### src/rtl/qam16_symbol_scheduler.sv
// QAM-16 transmit symbol scheduler.
// Buffers 4-bit symbols in a small FIFO, Gray-maps each one to signed I/Q
// levels and sequences the per-sample phase counter of the upsampler.
// Handles priming from IDLE, a graceful drain on stop, and zero-symbol
// insertion on FIFO underrun.
module qam16_symbol_scheduler #(
  parameter int SPS         = 11,
  parameter int FIFO_DEPTH  = 4,
  parameter int PRIME_LEVEL = 2
) (
  input  logic                             clk,
  input  logic                             reset,
  input  logic                             enable,
  input  logic                             sym_valid,
  input  logic [3:0]                       sym_data,
  output logic                             sym_ready,
  output logic [3:0]                       count,
  output logic [3:0]                       iout,
  output logic [3:0]                       qout,
  output logic                             sym_strobe,
  output logic                             underrun,
  output logic                             active,
  output logic [$clog2(FIFO_DEPTH+1)-1:0]  fill_level
);

  localparam int FW = $clog2(FIFO_DEPTH + 1);
  localparam int PW = (FIFO_DEPTH > 1) ? $clog2(FIFO_DEPTH) : 1;

  localparam logic [3:0]    LAST_PHASE = 4'(SPS - 1);
  localparam logic [FW-1:0] FULL_LEVEL = FW'(FIFO_DEPTH);
  localparam logic [FW-1:0] PRIME      = FW'(PRIME_LEVEL);
  localparam logic [FW-1:0] ONE        = FW'(1);
  localparam logic [FW-1:0] ZERO       = FW'(0);

  typedef enum logic [1:0] {
    IDLE  = 2'd0,
    RUN   = 2'd1,
    DRAIN = 2'd2
  } state_t;

  // Gray mapping of one 2-bit field to a signed 4-bit level.
  function automatic logic [3:0] gray_level(input logic [1:0] bits);
    case (bits)
      2'b00:   gray_level = 4'b1101;  // -3
      2'b01:   gray_level = 4'b1111;  // -1
      2'b11:   gray_level = 4'b0001;  // +1
      default: gray_level = 4'b0011;  // +3 (2'b10)
    endcase
  endfunction

  state_t        state, state_next;
  logic [3:0]    count_next, iout_next, qout_next;
  logic          strobe_next, underrun_next;
  logic          boundary, push, pop, empty, last;

  logic [3:0]    mem [FIFO_DEPTH];
  logic [PW-1:0] wr_ptr, rd_ptr;
  logic [3:0]    head;

  assign empty     = (fill_level == ZERO);
  assign last      = (count == LAST_PHASE);
  assign head      = mem[rd_ptr];
  assign sym_ready = (fill_level < FULL_LEVEL) && (state != DRAIN);
  assign push      = sym_valid && sym_ready;

  // Next-state, phase counter and symbol-load decisions.
  always_comb begin
    // NOTE: every signal gets a default first so no path leaves it unassigned (no latches).
    state_next    = state;
    count_next    = count;
    iout_next     = iout;
    qout_next     = qout;
    strobe_next   = 1'b0;
    underrun_next = underrun;
    boundary      = 1'b0;
    pop           = 1'b0;

    case (state)
      IDLE: begin
        count_next = '0;
        iout_next  = '0;
        qout_next  = '0;
        if (enable && (fill_level >= PRIME)) begin
          state_next    = RUN;
          underrun_next = 1'b0;
          boundary      = 1'b1;
        end
      end
      RUN: begin
        if (last) begin
          boundary = 1'b1;
          if (!enable) begin
            state_next = empty ? IDLE : DRAIN;
          end else if (empty) begin
            underrun_next = 1'b1;
          end
        end else begin
          count_next = count + 4'd1;
        end
      end
      DRAIN: begin
        if (last) begin
          boundary = 1'b1;
          if (empty) state_next = IDLE;
        end else begin
          count_next = count + 4'd1;
        end
      end
      default: begin
        state_next = IDLE;
        count_next = '0;
        iout_next  = '0;
        qout_next  = '0;
      end
    endcase

    // A boundary restarts the phase and presents either the FIFO head or a zero symbol.
    if (boundary) begin
      count_next = '0;
      if (!empty) begin
        pop         = 1'b1;
        iout_next   = gray_level(head[3:2]);
        qout_next   = gray_level(head[1:0]);
        strobe_next = 1'b1;
      end else begin
        iout_next   = '0;
        qout_next   = '0;
      end
    end
  end

  // State and registered outputs.
  always_ff @(posedge clk) begin
    // NOTE: sequential state uses non-blocking assignments so all registers update together.
    if (reset) begin
      state      <= IDLE;
      count      <= '0;
      iout       <= '0;
      qout       <= '0;
      sym_strobe <= 1'b0;
      underrun   <= 1'b0;
      active     <= 1'b0;
    end else begin
      state      <= state_next;
      count      <= count_next;
      iout       <= iout_next;
      qout       <= qout_next;
      sym_strobe <= strobe_next;
      underrun   <= underrun_next;
      active     <= (state_next != IDLE);
    end
  end

  // FIFO pointers and occupancy; simultaneous push and pop leave occupancy unchanged.
  always_ff @(posedge clk) begin
    if (reset) begin
      wr_ptr     <= '0;
      rd_ptr     <= '0;
      fill_level <= '0;
    end else begin
      if (push) wr_ptr <= wr_ptr + 1'b1;
      if (pop)  rd_ptr <= rd_ptr + 1'b1;
      fill_level <= fill_level + (push ? ONE : ZERO) - (pop ? ONE : ZERO);
    end
  end

  // FIFO storage.
  always_ff @(posedge clk) begin
    // NOTE: storage is not reset; occupancy and pointers alone decide which entries are valid.
    if (push) mem[wr_ptr] <= sym_data;
  end

endmodule

### config.mk
export PLATFORM = sky130hd
export DESIGN_NAME = qam16_symbol_scheduler
export DESIGN_NICKNAME = d
export VERILOG_FILES = /design/src/rtl/qam16_symbol_scheduler.sv
export SDC_FILE = /design/constraint.sdc
export NUM_CORES = 1
export LEC_CHECK = 0
export ABC_AREA = 1
export BUFFER_PORTS_ARGS = -buffer_cell sky130_fd_sc_hd__buf_2
export CELL_PAD_IN_SITES_DETAIL_PLACEMENT = 0
export CELL_PAD_IN_SITES_GLOBAL_PLACEMENT = 2
export CORE_MARGIN = 3
export CORE_UTILIZATION = 38
export CTS_CLUSTER_SIZE = 14
export DETAILED_ROUTE_END_ITERATION = 8
export GPL_TIMING_DRIVEN = 0
export PLACE_DENSITY = 0.79
export SYNTH_ARGS = -nofsm -noshare
export SYNTH_HDL_FRONTEND = slang
export SYNTH_SLANG_ARGS = --single-unit
### constraint.sdc
create_clock -name clk -period 4.65 [get_ports clk]
set_input_delay 0 -clock clk [delete_from_list [all_inputs] [get_ports clk]]
set_output_delay 0 -clock clk [all_outputs]
set_load 0.01 [all_outputs]
=== Yosys cells after proc, flatten, opt, wreduce, memory -nomap -nowiden ===
Memory sizes are Yosys's and may differ from the RTL's. A register that Yosys moved wholly into a read port is not among the register bits.
Index checks and enable logic that the tools add are counted.

* Add/subtract/negate cells: 5
* Order comparisons: 2
* Eq/ne operators: 13
* Multiplexer cells: 30
* Bitwise logic cells: 1
* Reduce and logical (&&, ||, !) cells: 12

{| class="wikitable"
|+ Operator list
! cell !! count
|-
| 4-bit one-hot mux with 3 select lines || 2
|-
| 4-bit 2-to-1 mux || 5
|-
| 2-bit 2-to-1 mux || 8
|-
| 1-bit 2-to-1 mux || 12
|-
| 2-bit inequality test (second input constant) || 5
|-
| 2-bit by 1-bit == test with 1-bit output (second input constant) || 3
|-
| 2-bit == test (second input constant) || 3
|-
| 2-bit zero test || 3
|-
| 2-bit one-hot mux with 3 select lines || 1
|-
| 5-bit AND reduction || 1
|-
| 2-bit by 1-bit adder with 2-bit output (second input constant) || 2
|-
| 4-bit by 1-bit adder with 4-bit output (second input constant) || 1
|-
| 4-bit == test (second input constant) || 1
|-
| 1-bit one-hot mux with 2 select lines || 2
|-
| 2-bit nonzero test || 2
|-
| 3-bit by 1-bit adder with 3-bit output || 1
|-
| 3-bit by 2-bit greater-or-equal comparator with 1-bit output (second input constant) || 1
|-
| 1-bit logical AND || 3
|-
| 3-bit zero test || 1
|-
| 3-bit less-than comparator (second input constant) || 1
|-
| 3-bit OR reduction || 1
|-
| 3-bit by 1-bit subtractor with 3-bit output || 1
|-
| 2-bit by 1-bit inequality test with 1-bit output (second input constant) || 1
|-
| 2-bit OR reduction || 1
|-
| 1-bit NOT || 1
|}

* Bits in registers: 24
* Bits in writable memories: 16
* Input port bits: 8
* Output and inout bits: 19
* Logic and storage cells: 74
* Memories: 1

{| class="wikitable"
|+ Memory list
! memory !! depth !! width !! rd ports !! clocked after Yosys merged registers in !! write ports !! RTL line !! RTL
|-
| mem || 4 || 4 || 1 || 1 || 1 || 56 || <nowiki>logic [3:0] mem [FIFO_DEPTH];</nowiki>
|}

=== Longest topological paths before layout ===
Gate-level depths: netlist of run 1.

* Word-level depth: 7
* Mapped depth: 15
* Depth with buffers taken out: 15

=== Worst setup path before layout of run 1 ===
OpenSTA, ideal clock, no wires.

* Path type: register to register
* Start point: register count[0]
* End point: register fill_level[2]
* Library setup time: 0.115 ns
* Arrival: 2.122 ns
* Data required time: 4.535 ns
* Path slack: 2.413 ns
* Stages on the path, launching flop included: 16
* Path buffers: 0
* Period minus slack after synthesis: 2.237 ns
* Path through: dfxtp_1 > inv_1 > ha_1 > nand2_2 > nor2_4 > nand2_2 > nand2_4 > nand3_4 > inv_1 > ha_1 > inv_1 > ha_1 > inv_1 > fa_1 > xnor2_1 > nor2_1

* Word-level cells in the longest chain between the ends: 6

{| class="wikitable"
|+ RTL lines
! element !! RTL line !! RTL
|-
| start: declaration || 17 || <nowiki>output logic [3:0] count,</nowiki>
|-
| start signal: assignment || 145 || <nowiki>count <= count_next;</nowiki>
|-
| 4-bit == test || 61 || <nowiki>assign last = (count == LAST_PHASE);</nowiki>
|-
| 1-bit 2-to-1 mux || 90, 102 ||
|-
| 1-bit one-hot mux with 2 select lines || 78 || <nowiki>case (state)</nowiki>
|-
| 1-bit 2-to-1 mux || - ||
|-
| 1-bit 2-to-1 mux || 163 || <nowiki>fill_level <= fill_level + (push ? ONE : ZERO) - (pop ? ONE : ZERO);</nowiki>
|-
| 3-bit by 1-bit subtractor with 3-bit output || 163 ||
|-
| end signal: assignment || 163 ||
|-
| end: declaration || 23 || <nowiki>output logic [$clog2(FIFO_DEPTH+1)-1:0] fill_level</nowiki>
|}

No other way between the ends.
A chain may end at the register's enable or synchronous reset.

=== Final worst setup path of run 1 ===
* Start point: register state[1]
* End point: register fill_level[2]

* Word-level cells in the longest chain between the ends: 6
* Elaborated cells on any way between the ends: 13
* Classes of those cells: add/sub (2); eq/ne (3); mux (4); reduce/logical (4)

{| class="wikitable"
|+ RTL lines
! element !! RTL line !! RTL
|-
| start: declaration || 51 || <nowiki>state_t state, state_next;</nowiki>
|-
| start signal: assignment || 144 || <nowiki>state <= state_next;</nowiki>
|-
| 2-bit inequality test (tied with other cells) || 63 || <nowiki>assign sym_ready = (fill_level < FULL_LEVEL) && (state != DRAIN);</nowiki>
|-
| 1-bit logical AND / 2-bit OR reduction (equally long branches) || - ||
|-
| 1-bit logical AND / 1-bit one-hot mux with 2 select lines (equally long branches) || 64, 78 ||
|-
| 1-bit 2-to-1 mux (on tied branches) || - ||
|-
| 3-bit by 1-bit adder with 3-bit output / 1-bit 2-to-1 mux (equally long branches) || 163 ||
|-
| 3-bit by 1-bit subtractor with 3-bit output (*) || 163 ||
|}

Mark *: on every way between the ends. The rest lies on a longest branch, timed or not.

==> results of run 1 <==
## metrics by stage
step / worst slack [ns] / utilization (%) / hold slack (ns)
after global routing: 2.10 / 48.1 / 0.0154
after global placement: 2.26 / 44.2 / 0.210
after floorplan: 2.41 / - / 0.0667
final: 2.26 / 48.1 / 0.0265
after CTS: 2.22 / 48.1 / 0.0117
after detailed placement: 2.26 / 44.2 / 0.223
## worst min-delay path, cell delays in order
cell                      delay [ns]
sky130_fd_sc_hd__buf_2          0.13
sky130_fd_sc_hd__nand4_1        0.08
sky130_fd_sc_hd__a21oi_1        0.05
## power by group
group	total, mW	internal [mW]	switching (mW)
Sequential	0.427	0.401	0.0258
Combinational	0.327	0.121	0.205
Clock	0.330	0.214	0.115
## cells in the mapped netlist (all sizes together)
cell type  number  area (µm²)
a21boi          1        7.51
a21oi          11        55.1
a32oi           4        35.0
buf             4        27.5
dfxtp          23         460
edfxtp         16         480
fa              1        20.0
ha             20         250
inv            30         113
nand2          40         165
nand3           5        52.6
nand3b          2        15.0
nand4           7        58.8
nor2           16        67.6
o211ai          1        7.51
o21ai           8        40.0
o21bai          2        15.0
or2             1        6.26
xnor2           1        8.76
xor2            2        17.5
## registers in the layout (all words and copies together), names as in the netlist, named ones only
signal	flops
mem	16
count	4
fill_level	3
iout	3
qout	2
rd_ptr	2
state	2
wr_ptr	2
active	1
sym_strobe	1
underrun	1
## timing repair
action | 4_1_cts | 5_1_grt
resized for setup | 0 | 0
hold endpoints to repair | 20 | 0
hold buffers | 5 | 0
endpoints found under the setup margin | 0 | 0
## routing by layer
metal  routed length [µm]  vias to the layer above
li1                     -                      714
met1                 1600                      620
met2                 1530                       31
met3                  184                        4
met4                   27                        0
met5                    0                        -
## cell usage in the layout (no fill, tap or decap), drive strengths merged, types with 6 or more instances in the layout
| cell type | Yosys | layout |
|---|---|---|
| a21oi | 11 | 11 |
| o21ai | 8 | 8 |
| nand2 | 40 | 40 |
| nor2 | 16 | 16 |
| edfxtp | 16 | 16 |
| nand4 | 7 | 7 |
| inv | 30 | 30 |
| dfxtp | 23 | 23 |
| ha | 20 | 20 |
| buf | 4 | 30 |
| clkbuf | 0 | 6 |
## worst paths after layout
check | startpoint | end | slack [ns]
setup / recovery | state[1] | fill_level[2] | 2.26
setup reg to reg | state[1] | fill_level[2] | 2.26
hold reg to reg | iout[0] | iout[0] | 0.47
hold / removal | enable | underrun | 0.03
## logic make-up (layout without fill, tap and decap cells)
family | Yosys count | count (layout) | synth area share (%)
AOI/OAI and AO/OA | 27 | 27 | 8.42
xor gates and xnor gates | 3 | 3 | 1.38
adders and majority gates | 21 | 21 | 14.2
buffers and inverters | 34 | 73 | 7.36
DFF | 39 | 39 | 49.4
and+or+nand+nor | 71 | 71 | 19.2
## final cells by class
type,count,area [µm²]
multi-input cells,122,822
inverters,30,113
clock buffers,6,72.6
fillers,472,2490
clock inverters,2,60.1
repair buffers,31,180
well taps,67,83.8
flip-flops and latches,39,941
plain buffers,4,27.5
==> reports/metrics.cfg, run 1 <==
[logic_synthesis]
synth_cell_types=29
syn_nets=224
syn-mean-instance-area_um2=9.76
yosysWarningCount=0
post_synth_instance_area_um2=1900
seq_total_area_yosys_pct=49.4
synthesis.instances=195
ys_ff_latch=39

[critical_path]
critical_path.cell_chain=inv_1 > ha_1 > nand2_2 > nand2_4 > nand3_4 > inv_1 > ha_1 > inv_1 > ha_1 > inv_1 > fa_1 > xnor2_1 > nor2_1
cp_common_cell=sky130_fd_sc_hd__inv_1
timing.critical_path.slowest_stage_cell=sky130_fd_sc_hd__ha_1
timing.reg2reg.worst_path_depth=13
timing_worst_setup_path_type=reg2reg
crit_path_max_fanout=6
critical-path-top-delay-family=adder cells
worstSetupPathDepth=13
timing.critical_path.slowest_cell_delay_ns=0.42
timing.critical_path.buf_inv=4
worst_ep_arrival_time_ns=2.57
worst_setup_path_end_kind=flop
critical_path.startpoint_type=flop
cp.required_ns=4.83

[cts]
cts_max_path_buffers=2
insertion_delay_ns=0.29
clkSlewWorstSetupHoldPaths_ns=0.07
postCtsSetupRepairBufs=0
cts-htree-levels=2
cts_inserted_buffers=5
cts_tree=done
clock_tree.root_cell=sky130_fd_sc_hd__clkbuf_8
cts_sinks=39

[die]
die_h_um=76.8
pin_count=27
floorplan.die_area_um2=5890
initial_cell_density_of_the_core_pct=39.8
fp.coreArea_um2=4790
die-width_um=76.8
floorplan.rows=25

[sta]
worst_pin_slew_ns=0.412
maxSlewViolCount=0
fmax_ghz=0.418
fin_skew_ns=0.00605
timing.setup.tns_ns=0
slew_headroom_pct=72.5
layout_worst_path_cycle_share_pct=51.5
final.min_clock_period_ns=2.39
grt_setup_unrepaired=false
final-hold-violation-count=0
setup-violations-final=0

[detailed_routing]
wl_per_cell_um=11.1
avgViaCountPerCell=4.55
routed-via-count=1369
detail-route-antenna-nets=0
dr.first_iter.drc_count=34
route.final.wire_length_um=3350
remaining_drc_errors=0
first_pass_iters=4

[global_routing]
met3_usage_pct=3.87
grt_max_degree=13
overflow=0
grt_util_met2_pct=20.0
groute.layer.met1.usage_pct=16.0
first_global_vias=1348
grt.busiest_layer=met2
first_pass_grt_wire_length_um=5910
grt_use_total_pct=12.5
antenna_found_initial=0

[layout]
final_area_um2=2300
finish.cell_count_without_fillers=301
design.final.nets=262
final_layout_size_suffix_gt1_share_pct=21.8
num_antenna_cells=0
area_growth_syn_to_layout_pct=20.8

[placed_design]
dp.final_hpwl_um=2640
buffer_ports.inserted=26
dp_cells=288
finalWeightedCongestion=0.789
dpl_cell_area_um2=2120

[pwr]
p_leak_nw=1.07
pwr_density_cell_nw_per_um2=471
max-vdd-ir-drop_mv=0.220
p_total_mw=1.08

[outcome]
status=finished, final reports clean

[worst_hold_path]
min_delay_path_depth=3
min_path_type=in2reg

[flow_run]
timing.max_cap.violations=0

(Power assumes the default switching activity.)
==> run 2, diff against run 1 <==
CORE_UTILIZATION = 32   (was 38)
PLACE_DENSITY = 0.71   (was 0.79)
clock period = 2.1 ns   (was 4.65 ns; I/O delays follow)
==> run 2 against run 1 <==
  * Critical path depth increased by 1
  * Flip-flop and latch count unchanged
  * First-iteration DRC count increased by 82%
  * Global-route usage decreased by 1.3 points
  * Non-clock buffer count increased by 12
  * Critical path type unchanged
==> reports/metrics.cfg, run 2 (synthesis gave the netlist of run 1 again) <==
[outcome]
status=finished, final reports clean

[pwr]
comb_power_share_pct=38.4  ; +8.2 points
pwr_density_cell_nw_per_um2=1040  ; +120%
max-vdd-ir-drop_mv=0.579  ; +160%
p_leak_nw=1.14  ; +6.4%
power.sequential.fraction_pct=37.0  ; -2.4 points
total_switching_power_mw=0.878  ; +150%
power_frac_clock_pct=24.6  ; -5.8 points
p_total_mw=2.58  ; +140%
internal_power_mw=1.70  ; +130%
switching_share_of_power_pct=34.1  ; +2.1 points

[critical_path]
timing_worst_setup_path_type=reg2reg
critical_path.startpoint_type=flop
timing.critical_path.buf_inv=4  ; unchanged
critical_path.cell_chain=inv_2 > ha_1 > nand2_1 > nand2_2 > nand3_4 > nand2_4 > nand3_4 > inv_2 > ha_4 > inv_2 > ha_4 > inv_2 > fa_2 > nor2_2
cp.required_ns=2.29  ; -2.54 ns
worstSetupPathDepth=14  ; +1
cp_common_cell=sky130_fd_sc_hd__inv_2
critical-path-top-delay-family=adder cells
worst_ep_arrival_time_ns=2.28  ; -0.29 ns
timing.reg2reg.worst_path_depth=14  ; +1
crit_path_max_fanout=3  ; -3
timing.critical_path.slowest_cell_delay_ns=0.52  ; +0.10 ns
worst_setup_path_end_kind=flop
timing.critical_path.slowest_stage_cell=sky130_fd_sc_hd__fa_2

[layout]
design.final.nets=274  ; +4.6%
largest_reg_flops=16  ; unchanged
final_area_um2=2480  ; +8.0%
finish.cell_count_without_fillers=318  ; +5.6%
largest_register_by_flop_count=mem
layout_common_cells=34 x sky130_fd_sc_hd__nand2_1, 27 x sky130_fd_sc_hd__buf_2, 22 x sky130_fd_sc_hd__inv_1
area_growth_syn_to_layout_pct=30.5
most_common_library_cell_in_the_layout_ignoring_fill_and_taps=sky130_fd_sc_hd__nand2_1
num_antenna_cells=0  ; unchanged
reg_top3=mem x16, count x4
finalCoreUtilization_pct=44.0  ; -4.0 points
final_layout_size_suffix_gt1_share_pct=34.6  ; +13 points

[sta]
setup-violations-final=0  ; unchanged
grt_setup_unrepaired=true
layout_worst_path_cycle_share_pct=99.4  ; +48 points
final-hold-violation-count=0  ; unchanged
worst_pin_slew_ns=0.415  ; +0.00385 ns
fin_skew_ns=0.0114  ; +0.00531 ns
fmax_ghz=0.479  ; +15%
slew_headroom_pct=72.2  ; -0.26 points
maxSlewViolCount=0  ; unchanged
final.min_clock_period_ns=2.09  ; -0.305 ns
timing.setup.tns_ns=0  ; unchanged

[worst_hold_path]
min_path_type=in2reg
min_delay_path_depth=3  ; unchanged

[detailed_routing]
first_pass_iters=4  ; unchanged
remaining_drc_errors=0  ; unchanged
wl_per_cell_um=11.4  ; +2.6%
avgViaCountPerCell=4.43  ; -2.6%
routed-via-count=1408  ; +2.8%
dr.first_iter.drc_count=62  ; +82%
route.final.wire_length_um=3630  ; +8.4%
detail-route-antenna-nets=0  ; unchanged

[die]
initial_cell_density_of_the_core_pct=33.7  ; -6.0 points
die_h_um=83.1  ; +8.3%
floorplan.die_area_um2=6910  ; +17%
floorplan.rows=27  ; +8.0%
pin_count=27  ; unchanged
die-width_um=83.1  ; +8.3%
fp.coreArea_um2=5640  ; +18%

[cts]
cts_inserted_buffers=5  ; unchanged
cts-htree-levels=2  ; unchanged
insertion_delay_ns=0.29  ; about the same
cts_tree=done
cts_sinks=39  ; unchanged
clkSlewWorstSetupHoldPaths_ns=0.08  ; about the same
clock_tree.root_cell=sky130_fd_sc_hd__clkbuf_8
cts_max_path_buffers=2  ; unchanged

[global_routing]
grt_max_degree=15  ; +2
antenna_found_initial=0  ; unchanged
first_global_vias=1374  ; +1.9%
grt_use_total_pct=11.3  ; -1.3 points
overflow=0  ; unchanged
first_pass_grt_wire_length_um=6270  ; +6.0%

[placed_design]
dp_cells=293  ; +1.7%
buffer_ports.inserted=26  ; unchanged
finalWeightedCongestion=0.769  ; -2.5%
dp.final_hpwl_um=2700  ; +2.1%
dpl_cell_area_um2=2200  ; +3.7%

[flow_run]
timing.max_cap.violations=0  ; unchanged

==> run 2: changes by cell type in the layout (fill, tap and decap cells not counted), sizes merged <==
cell	delta
buf	+12
bufinv	-1
clkbuf	-1
clkinvlp	+1
inv	+1
==> run 2: layer usage <==
metal | part of all wire [%] | vias to the layer above | GRT usage, %
met4 | 1.4 | 0 | 4.90
met1 | 47 | 637 | 14.4
met5 | 0 | - | 0
met3 | 4.1 | 5 | 3.27
li1 | - | 740 | -
met2 | 47 | 26 | 17.6
==> run 2: power by group through the flow <==
stage	Sequential [mW]	Clock (mW)	Combinational (mW)
3_3_place_gp	0.977	0	0.769
2_1_floorplan	0.995	0	0.564
4_1_cts	0.956	0.654	0.923
5_1_grt	0.967	0.695	1.13
6_report	0.953	0.634	0.990
3_5_place_dp	0.984	0	0.791
==> run 2: worst paths after layout <==
| path | start | to | slack [ns] |
|---|---|---|---|
| min reg2reg | iout[0] | iout[0] | 0.47 |
| min | enable | underrun | 0.04 |
| max reg2reg | fill_level[2] | fill_level[1] | 0.01 |
| max | fill_level[2] | fill_level[1] | 0.01 |
==> run 2: metrics by stage <==
stage / setup WS (ns) / hold WS [ns]
after floorplan: 0.0177 / 0.0571
after global placement: -0.105 / 0.209
after detailed placement: -0.137 / 0.215
after CTS: 0.000247 / 0.0144
after global routing: -0.0744 / 0.0501
final: 0.0127 / 0.0412
==> run 2: worst register-to-register path: cells and delay by family (launching register included) <==
family / cells / cell delay, ns
adders and majority gates: 4 / 0.97
and+or+nand+nor: 6 / 0.46
DFF: 1 / 0.33
buffers and inverters: 4 / 0.24
==> run 2: what timing repair did <==
item / CTS / global route
hold endpoints to repair: 20 / 0
hold buffers: 5 / 0
setup buffers: 9 / 3
resized for setup: 5 / 4
endpoints found under the setup margin: 2 / 2
pin swaps: 5 / 4
==> run 2: final cells by class <==
type | instances | area (µm²)
Fill cell | 561 | 3160
Multi-Input combinational cell | 122 | 910
Timing Repair Buffer | 43 | 270
Buffer | 4 | 27.5
Clock inverter | 3 | 46.3
Clock buffer | 5 | 68.8
Tap cell | 72 | 90.1
Inverter | 30 | 115
Sequential cell | 39 | 956
